### src/rtl/taxi_dma_ram_mux_pkg.sv
// Shared helpers for the DMA RAM read multiplexer.
package taxi_dma_ram_mux_pkg;

  // Width of the port index prepended to the RAM select field.
  function automatic int unsigned calc_idx_w(input int unsigned ports);
    return (ports > 1) ? $clog2(ports) : 1;
  endfunction

  // Select width seen by the RAM: {port index, client select}.
  function automatic int unsigned calc_m_sel_w(input int unsigned s_sel_w,
                                               input int unsigned ports);
    return s_sel_w + calc_idx_w(ports);
  endfunction

  // Pointer width for the port-index FIFO.
  function automatic int unsigned calc_ptr_w(input int unsigned depth);
    return (depth > 1) ? $clog2(depth) : 1;
  endfunction

endpackage

### src/rtl/taxi_dma_ram_mux_rd_seg.sv
// One RAM segment: round-robin arbiter, registered command stage and an
// in-order FIFO of granted port indices used to route read responses.
module taxi_dma_ram_mux_rd_seg
  import taxi_dma_ram_mux_pkg::*;
#(
  parameter int unsigned PORTS      = 2,
  parameter int unsigned S_SEL_W    = 1,
  parameter int unsigned SEG_ADDR_W = 12,
  parameter int unsigned FIFO_DEPTH = 16,
  localparam int unsigned IDX_W     = calc_idx_w(PORTS),
  localparam int unsigned M_SEL_W   = calc_m_sel_w(S_SEL_W, PORTS)
) (
  input  logic                          clk,
  input  logic                          rst_n,
  input  logic [PORTS*S_SEL_W-1:0]      s_cmd_sel,
  input  logic [PORTS*SEG_ADDR_W-1:0]   s_cmd_addr,
  input  logic [PORTS-1:0]              s_cmd_valid,
  output logic [PORTS-1:0]              s_cmd_ready,
  output logic [PORTS-1:0]              s_resp_valid,
  input  logic [PORTS-1:0]              s_resp_ready,
  output logic [M_SEL_W-1:0]            m_cmd_sel,
  output logic [SEG_ADDR_W-1:0]         m_cmd_addr,
  output logic                          m_cmd_valid,
  input  logic                          m_cmd_ready,
  input  logic                          m_resp_valid,
  output logic                          m_resp_ready
);

  localparam int unsigned PTR_W = calc_ptr_w(FIFO_DEPTH);
  localparam int unsigned CNT_W = $clog2(FIFO_DEPTH + 1);

  typedef struct packed {
    logic [IDX_W-1:0]      idx;
    logic [S_SEL_W-1:0]    sel;
    logic [SEG_ADDR_W-1:0] addr;
  } cmd_t;

  cmd_t             oreg_q, oreg_d, win_cmd;
  logic             m_cmd_valid_q, m_cmd_valid_d;
  logic [IDX_W-1:0] rr_q, rr_d;
  logic [PTR_W-1:0] wr_ptr_q, wr_ptr_d, rd_ptr_q, rd_ptr_d;
  logic [CNT_W-1:0] count_q, count_d;
  logic [IDX_W-1:0] fifo_mem_q [FIFO_DEPTH];

  logic             can_load, fifo_full, fifo_empty, grant, req_found;
  logic             found_hi, found_lo, push, pop, head_ready;
  logic [IDX_W-1:0] win_hi, win_lo, winner, head;

  assign can_load   = !m_cmd_valid_q || m_cmd_ready;
  assign fifo_full  = (count_q == CNT_W'(FIFO_DEPTH));
  assign fifo_empty = (count_q == '0);
  assign head       = fifo_mem_q[rd_ptr_q];
  assign grant      = rst_n && can_load && !fifo_full && req_found;
  assign push       = grant;
  assign pop        = m_resp_valid && m_resp_ready;

  // Round-robin winner: scan ports >= rr pointer first, then wrap from 0.
  // Two flat passes replace a modular index so the port select stays constant.
  always_comb begin
    found_hi = 1'b0;
    found_lo = 1'b0;
    win_hi   = '0;
    win_lo   = '0;
    for (int unsigned p = 0; p < PORTS; p++) begin
      if (s_cmd_valid[p] && !found_lo) begin
        found_lo = 1'b1;
        win_lo   = IDX_W'(p);
      end
      if (s_cmd_valid[p] && (IDX_W'(p) >= rr_q) && !found_hi) begin
        found_hi = 1'b1;
        win_hi   = IDX_W'(p);
      end
    end
    req_found = found_hi || found_lo;
    winner    = found_hi ? win_hi : win_lo;
  end

  // Winning command fields and one-hot client ready.
  always_comb begin
    win_cmd     = '0;
    win_cmd.idx = winner;
    s_cmd_ready = '0;
    for (int unsigned p = 0; p < PORTS; p++) begin
      if (winner == IDX_W'(p)) begin
        win_cmd.sel    = s_cmd_sel[p*S_SEL_W +: S_SEL_W];
        win_cmd.addr   = s_cmd_addr[p*SEG_ADDR_W +: SEG_ADDR_W];
        s_cmd_ready[p] = grant;
      end
    end
  end

  // Output register and round-robin pointer next state.
  always_comb begin
    oreg_d        = oreg_q;
    m_cmd_valid_d = m_cmd_valid_q;
    rr_d          = rr_q;
    if (can_load) begin
      if (grant) begin
        oreg_d        = win_cmd;
        m_cmd_valid_d = 1'b1;
        rr_d          = (winner == IDX_W'(PORTS - 1)) ? '0 : winner + IDX_W'(1);
      end else begin
        m_cmd_valid_d = 1'b0;
      end
    end
  end

  // FIFO pointer and occupancy next state; wrap explicitly at the depth.
  always_comb begin
    wr_ptr_d = wr_ptr_q;
    rd_ptr_d = rd_ptr_q;
    count_d  = count_q;
    if (push) wr_ptr_d = (wr_ptr_q == PTR_W'(FIFO_DEPTH - 1)) ? '0 : wr_ptr_q + PTR_W'(1);
    if (pop)  rd_ptr_d = (rd_ptr_q == PTR_W'(FIFO_DEPTH - 1)) ? '0 : rd_ptr_q + PTR_W'(1);
    if (push && !pop)      count_d = count_q + CNT_W'(1);
    else if (!push && pop) count_d = count_q - CNT_W'(1);
  end

  // Route the RAM response to the port at the FIFO head.
  always_comb begin
    s_resp_valid = '0;
    head_ready   = 1'b0;
    for (int unsigned p = 0; p < PORTS; p++) begin
      if (head == IDX_W'(p)) begin
        s_resp_valid[p] = m_resp_valid && !fifo_empty;
        head_ready      = s_resp_ready[p];
      end
    end
    m_resp_ready = !fifo_empty && head_ready;
  end

  // State registers with asynchronous reset.
  always_ff @(posedge clk or negedge rst_n) begin
    if (!rst_n) begin
      oreg_q        <= '0;
      m_cmd_valid_q <= 1'b0;
      rr_q          <= '0;
      wr_ptr_q      <= '0;
      rd_ptr_q      <= '0;
      count_q       <= '0;
    end else begin
      oreg_q        <= oreg_d;
      m_cmd_valid_q <= m_cmd_valid_d;
      rr_q          <= rr_d;
      wr_ptr_q      <= wr_ptr_d;
      rd_ptr_q      <= rd_ptr_d;
      count_q       <= count_d;
    end
  end

  // Port-index storage; contents are only meaningful below the count.
  always_ff @(posedge clk) begin
    if (push) fifo_mem_q[wr_ptr_q] <= winner;
  end

  assign m_cmd_sel   = {oreg_q.idx, oreg_q.sel};
  assign m_cmd_addr  = oreg_q.addr;
  assign m_cmd_valid = m_cmd_valid_q;

endmodule

### src/rtl/taxi_dma_ram_mux_rd.sv
// Read-side DMA RAM multiplexer: one independent arbiter/router per segment.
// Client buses are port-major: bit (p*SEGS + s) belongs to port p, segment s.
module taxi_dma_ram_mux_rd
  import taxi_dma_ram_mux_pkg::*;
#(
  parameter int unsigned PORTS      = 2,
  parameter int unsigned SEGS       = 2,
  parameter int unsigned SEG_ADDR_W = 12,
  parameter int unsigned SEG_DATA_W = 64,
  parameter int unsigned S_SEL_W    = 1,
  parameter int unsigned FIFO_DEPTH = 16,
  localparam int unsigned M_SEL_W   = calc_m_sel_w(S_SEL_W, PORTS)
) (
  input  logic                                clk,
  input  logic                                rst_n,
  input  logic [PORTS*SEGS*S_SEL_W-1:0]       s_cmd_sel,
  input  logic [PORTS*SEGS*SEG_ADDR_W-1:0]    s_cmd_addr,
  input  logic [PORTS*SEGS-1:0]               s_cmd_valid,
  output logic [PORTS*SEGS-1:0]               s_cmd_ready,
  output logic [PORTS*SEGS*SEG_DATA_W-1:0]    s_resp_data,
  output logic [PORTS*SEGS-1:0]               s_resp_valid,
  input  logic [PORTS*SEGS-1:0]               s_resp_ready,
  output logic [SEGS*M_SEL_W-1:0]             m_cmd_sel,
  output logic [SEGS*SEG_ADDR_W-1:0]          m_cmd_addr,
  output logic [SEGS-1:0]                     m_cmd_valid,
  input  logic [SEGS-1:0]                     m_cmd_ready,
  input  logic [SEGS*SEG_DATA_W-1:0]          m_resp_data,
  input  logic [SEGS-1:0]                     m_resp_valid,
  output logic [SEGS-1:0]                     m_resp_ready
);

  for (genvar s = 0; s < SEGS; s++) begin : g_seg
    logic [PORTS*S_SEL_W-1:0]    seg_sel;
    logic [PORTS*SEG_ADDR_W-1:0] seg_addr;
    logic [PORTS-1:0]            seg_valid, seg_ready, seg_rvalid, seg_rready;

    for (genvar p = 0; p < PORTS; p++) begin : g_port
      assign seg_sel[p*S_SEL_W +: S_SEL_W]       = s_cmd_sel[(p*SEGS+s)*S_SEL_W +: S_SEL_W];
      assign seg_addr[p*SEG_ADDR_W +: SEG_ADDR_W] = s_cmd_addr[(p*SEGS+s)*SEG_ADDR_W +: SEG_ADDR_W];
      assign seg_valid[p]                         = s_cmd_valid[p*SEGS+s];
      assign seg_rready[p]                        = s_resp_ready[p*SEGS+s];
      assign s_cmd_ready[p*SEGS+s]                = seg_ready[p];
      assign s_resp_valid[p*SEGS+s]               = seg_rvalid[p];
      assign s_resp_data[(p*SEGS+s)*SEG_DATA_W +: SEG_DATA_W] =
        m_resp_data[s*SEG_DATA_W +: SEG_DATA_W];
    end

    taxi_dma_ram_mux_rd_seg #(
      .PORTS      (PORTS),
      .S_SEL_W    (S_SEL_W),
      .SEG_ADDR_W (SEG_ADDR_W),
      .FIFO_DEPTH (FIFO_DEPTH)
    ) u_seg (
      .clk          (clk),
      .rst_n        (rst_n),
      .s_cmd_sel    (seg_sel),
      .s_cmd_addr   (seg_addr),
      .s_cmd_valid  (seg_valid),
      .s_cmd_ready  (seg_ready),
      .s_resp_valid (seg_rvalid),
      .s_resp_ready (seg_rready),
      .m_cmd_sel    (m_cmd_sel[s*M_SEL_W +: M_SEL_W]),
      .m_cmd_addr   (m_cmd_addr[s*SEG_ADDR_W +: SEG_ADDR_W]),
      .m_cmd_valid  (m_cmd_valid[s]),
      .m_cmd_ready  (m_cmd_ready[s]),
      .m_resp_valid (m_resp_valid[s]),
      .m_resp_ready (m_resp_ready[s])
    );
  end

endmodule

### config.mk
export PLATFORM = sky130hd
export DESIGN_NAME = taxi_dma_ram_mux_rd
export DESIGN_NICKNAME = d
export VERILOG_FILES = /design/src/rtl/taxi_dma_ram_mux_pkg.sv /design/src/rtl/taxi_dma_ram_mux_rd_seg.sv /design/src/rtl/taxi_dma_ram_mux_rd.sv
export SDC_FILE = /design/constraint.sdc
export NUM_CORES = 1
export LEC_CHECK = 0
export CAP_MARGIN = 20
export CORE_AREA = 2 2 189 191
export DETAILED_ROUTE_END_ITERATION = 12
export DIE_AREA = 0 0 191 193
export DONT_BUFFER_PORTS = 1
export SLEW_MARGIN = 10
export SYNTH_ARGS = -nofsm -noshare
export SYNTH_HDL_FRONTEND = slang
export SYNTH_SLANG_ARGS = --single-unit
### constraint.sdc
create_clock -name clk -period 3.5 [get_ports clk]
set_clock_uncertainty 0.15 [all_clocks]
set_input_delay 0.7 -clock clk [delete_from_list [all_inputs] [get_ports clk]]
set_output_delay 0.7 -clock clk [all_outputs]
set_load 0.02 [all_outputs]
==> out/qor.yml <==
critical_path:
  crit_type: "reg -> out"
  crit_family: "multiplexers"
  reg2reg_to: "g_seg[1].u_seg.count_q[4]"
  path_depth: 5
  path_max_fanout: 6
  critPathArrivalTime_ns: 2.54
  cpPeakStageDelay_ns: 0.54
  r2r-start: "g_seg[1].u_seg.rd_ptr_q[2]"
  slowest_stage: "mux4_2"
  crit_chain: "mux4_2 -> mux4_2 -> mux2i_4 -> buf_4 -> nor2_1"
  reg2reg_setup_slack_ns: 0.14
  setup.worst_path.start: "g_seg[1].u_seg.rd_ptr_q[2]"
  worst-path-buf-inv: 1
  start_kind: "flip-flop"
  critPathMostFrequentCell: "mux4_2"
  crit_end: "m_resp_ready[1]"
  endpoint_kind: "output pin"
  ff2ff_path_depth: 13
  crit_required_ns: 2.65
grt:
  track_usage_pct: 9.903
  antenna_found_initial: 1
  grt_max_degree: 59
  grt_remaining_overflow: 0
  grt_pass1_wl_um: 25280
  grt_pass1_vias: 3388
power:
  combPwrFrac_pct: 34.2
  p_per_area_nw_per_um2: 827.3
  switching_share_pct: 40.76
  clkPwrFrac_pct: 22.4
  p_int_mw: 2.661
  p_switching_mw: 1.831
  vdd_ir_drop_max_uv: 478.1
  power.leakage_nw: 2.045
  seqPwrFrac_pct: 43.4
routing:
  drtIter0Drc: 165
  wl_um: 18410
  vias_per_cell: 3.743
  ant_nets: 0
  wl_per_cell_um: 20.59
  drc: 0
  vias: 3346
  drt_pre_antenna_iters: 4
timing:
  max-slew-margin-rel_pct: 64.13
  grt_setup_unrepaired: "true"
  finalSetupTns_ns: 0
  fmax_mhz: 294.9
  slew_violations: 0
  timing.final.crit_share_pct: 96.90
  tightest_slew_ns: 0.5361
  hold_viol_final: 0
  finalSetupViolations: 0
  holdWs_ns: 0.03918
  fin_crit_ns: 3.391
synth:
  syn_area_per_cell_um2: 9.470
  yosysMostFrequentCell: "buf_4"
  synth_edf_count: 32
  ys_seq_area_share_pct: 37.74
  syn_nets: 889
  syn-instance-count: 675
  ys_types: 33
  synth_common_cells: "buf_4, nand2_1, dfrtp_1"
  synth_xor_xnor_area_share_pct: 1.918
  synth-simple-area-share_pct: 11.04
  netlist_area_um2: 6392
  yosysTopAreaCell: "buf_4"
  synth_top_family_by_area: "buffers and inverters"
  ys_ff_latch: 90
  yosys_warnings: 0
  yosysTopAreaCellShare_pct: 30.53
  synth_compound_area_share_pct: 6.342
  synthTopCellsByArea: "buf_4, dfrtp_1, edfxtp_1, nand2_1, ha_1"
  synth_flop_cell: "dfrtp_1"
  synthArstFlopShare_pct: 64.44
  synth_fa_ha_area_share_pct: 4.150
  synthMuxAreaShare_pct: 5.285
final_layout:
  fillers: 3924
  multi_input_area_um2: 1862
  area_growth_pct: -15.07
  fin_nets: 641
  layout-drive-gt1-share_pct: 16.20
  area.sequential_um2: 2415
  finalNonFillerCells: 894
floorplanning:
  rows: 69
  core_area_um2: 34960
  die_area_um2: 36860
  dieHeight_um: 193
  die_w_um: 191
  boundaryPins: 490
  initial_core_util_pct: 18.28
outcome:
  status: "finished, final reports clean"
place:
  dp_hpwl_um: 14380
  gp_congestion: 0.7505
  io_buffers: 0
  dp_cells: 875
clocking:
  htreeDepth: 3
  path_clk_slew_ns: 0.08
  cts-root-buf: "clkbuf_16"
  clk_path_buf_depth: 2
  numClockSinks: 90
  cts_made_buffers: 9
  cts_tree: "built"
  insertion_delay_ns: 0.37
worst_hold_path:
  min_path_type: "in -> async"
job:
  max_cap_viol_count: 0
## placed cells by master (no fill, tap or decap), types with 3 or more instances in the layout
| cell type | Yosys | routed |
|---|---|---|
| nand2_1 | 64 | 64 |
| dfrtp_1 | 58 | 56 |
| nor2_1 | 54 | 54 |
| edfxtp_1 | 32 | 32 |
| a31oi_1 | 28 | 28 |
| buf_4 | 260 | 22 |
| inv_1 | 21 | 19 |
| ha_1 | 18 | 16 |
| nor4_1 | 10 | 10 |
| mux4_2 | 10 | 10 |
| o21ai_0 | 10 | 10 |
| xnor2_1 | 10 | 10 |
| clkbuf_16 | 0 | 9 |
| nor3_1 | 8 | 8 |
| and3_1 | 8 | 8 |
| inv_2 | 4 | 6 |
| nand3_1 | 6 | 6 |
| a21o_1 | 6 | 6 |
| o41ai_1 | 6 | 6 |
| a21oi_1 | 8 | 5 |
| nor2b_1 | 4 | 4 |
| xor2_1 | 4 | 4 |
| mux2_1 | 4 | 4 |
| o21ai_1 | 4 | 3 |
| a21oi_2 | 0 | 3 |
| inv_6 | 0 | 3 |
## logic make-up (layout without fill, tap and decap cells)
group,count (synthesis),count (layout)
other,0,1
flip-flops,90,90
buffers and inverters,307,64
AO/OA/AOI/OAI,64,64
XOR/XNOR,14,14
adder cells (fa/ha/maj),20,20
multiplexers,18,18
AND/OR/NAND/NOR,162,162
## area by class of cell
class | instances | area share (%)
diodes | 1 | 0.04609
inverters | 25 | 1.729
multi-input cells | 278 | 34.29
flip-flops and latches | 90 | 44.48
clock buffers | 10 | 4.218
clock inverters | 6 | 1.060
repair buffers | 23 | 3.549
well taps | 461 | 10.62
## sequential cells by signal, indices dropped and copies added (netlist names)
name	cells
g_seg.u_seg.fifo_mem_q	32
g_seg.u_seg.wr_ptr_q	8
g_seg.u_seg.m_cmd_addr	24
g_seg.u_seg.rr_q	2
g_seg.u_seg.count_q	10
g_seg.u_seg.m_cmd_sel	4
g_seg.u_seg.m_cmd_valid	2
g_seg.u_seg.rd_ptr_q	8
## routing by layer
| metal | wire length [um] | GRT usage [%] | up-vias | share of wire (%) |
|---|---|---|---|---|
| met1 | 5769 | 8.704 | 1507 | 31 |
| li1 | - | - | 1486 | - |
| met2 | 8825 | 15.87 | 309 | 48 |
| met3 | 2956 | 7.421 | 42 | 16 |
| met4 | 797 | 6.380 | 2 | 4.3 |
| met5 | 58 | 1.194 | - | 0.32 |
## stage by stage
stage	util (%)	power, mW	setup slack, ns	cell area [um2]
finish	15.53	4.491	0.1085	5429
global route	15.53	4.870	-0.02358	5429
CTS	15.44	4.538	0.01971	5398
detailed placement	14.53	3.456	-0.03861	5081
global placement	14.53	3.401	0.04812	5081
floorplan	-	3.499	0.1169	6392
## power by group through the flow
stage | Combinational (mW) | Sequential (mW) | Clock [mW]
floorplan | 1.73 | 1.77 | 0
global placement | 1.44 | 1.96 | 0
detailed placement | 1.48 | 1.97 | 0
CTS | 1.51 | 1.96 | 1.07
global route | 1.75 | 2.01 | 1.11
finish | 1.54 | 1.95 | 1.01
## what timing repair did
action,CTS,global route
pin swaps,0,3
endpoints found under the setup margin,4,4
buffers inserted,0,1
hold buffers,1,0
gates resized for setup,2,9
endpoints found under the hold margin,58,0
## worst min path at each step
stage                                               to  slack [ns]  cells past startpoint
after global placement    g_seg[0].u_seg.m_cmd_addr[8]        0.26                      0
after CTS                 g_seg[1].u_seg.m_cmd_addr[7]        0.04                      1
after floorplan              g_seg[0].u_seg.count_q[0]        0.25                      0
after global routing      g_seg[1].u_seg.m_cmd_addr[7]        0.05                      1
after detailed placement  g_seg[0].u_seg.m_cmd_addr[8]        0.26                      0
final                     g_seg[1].u_seg.m_cmd_addr[7]        0.04                      1
Power figures use the tool's default switching activity.
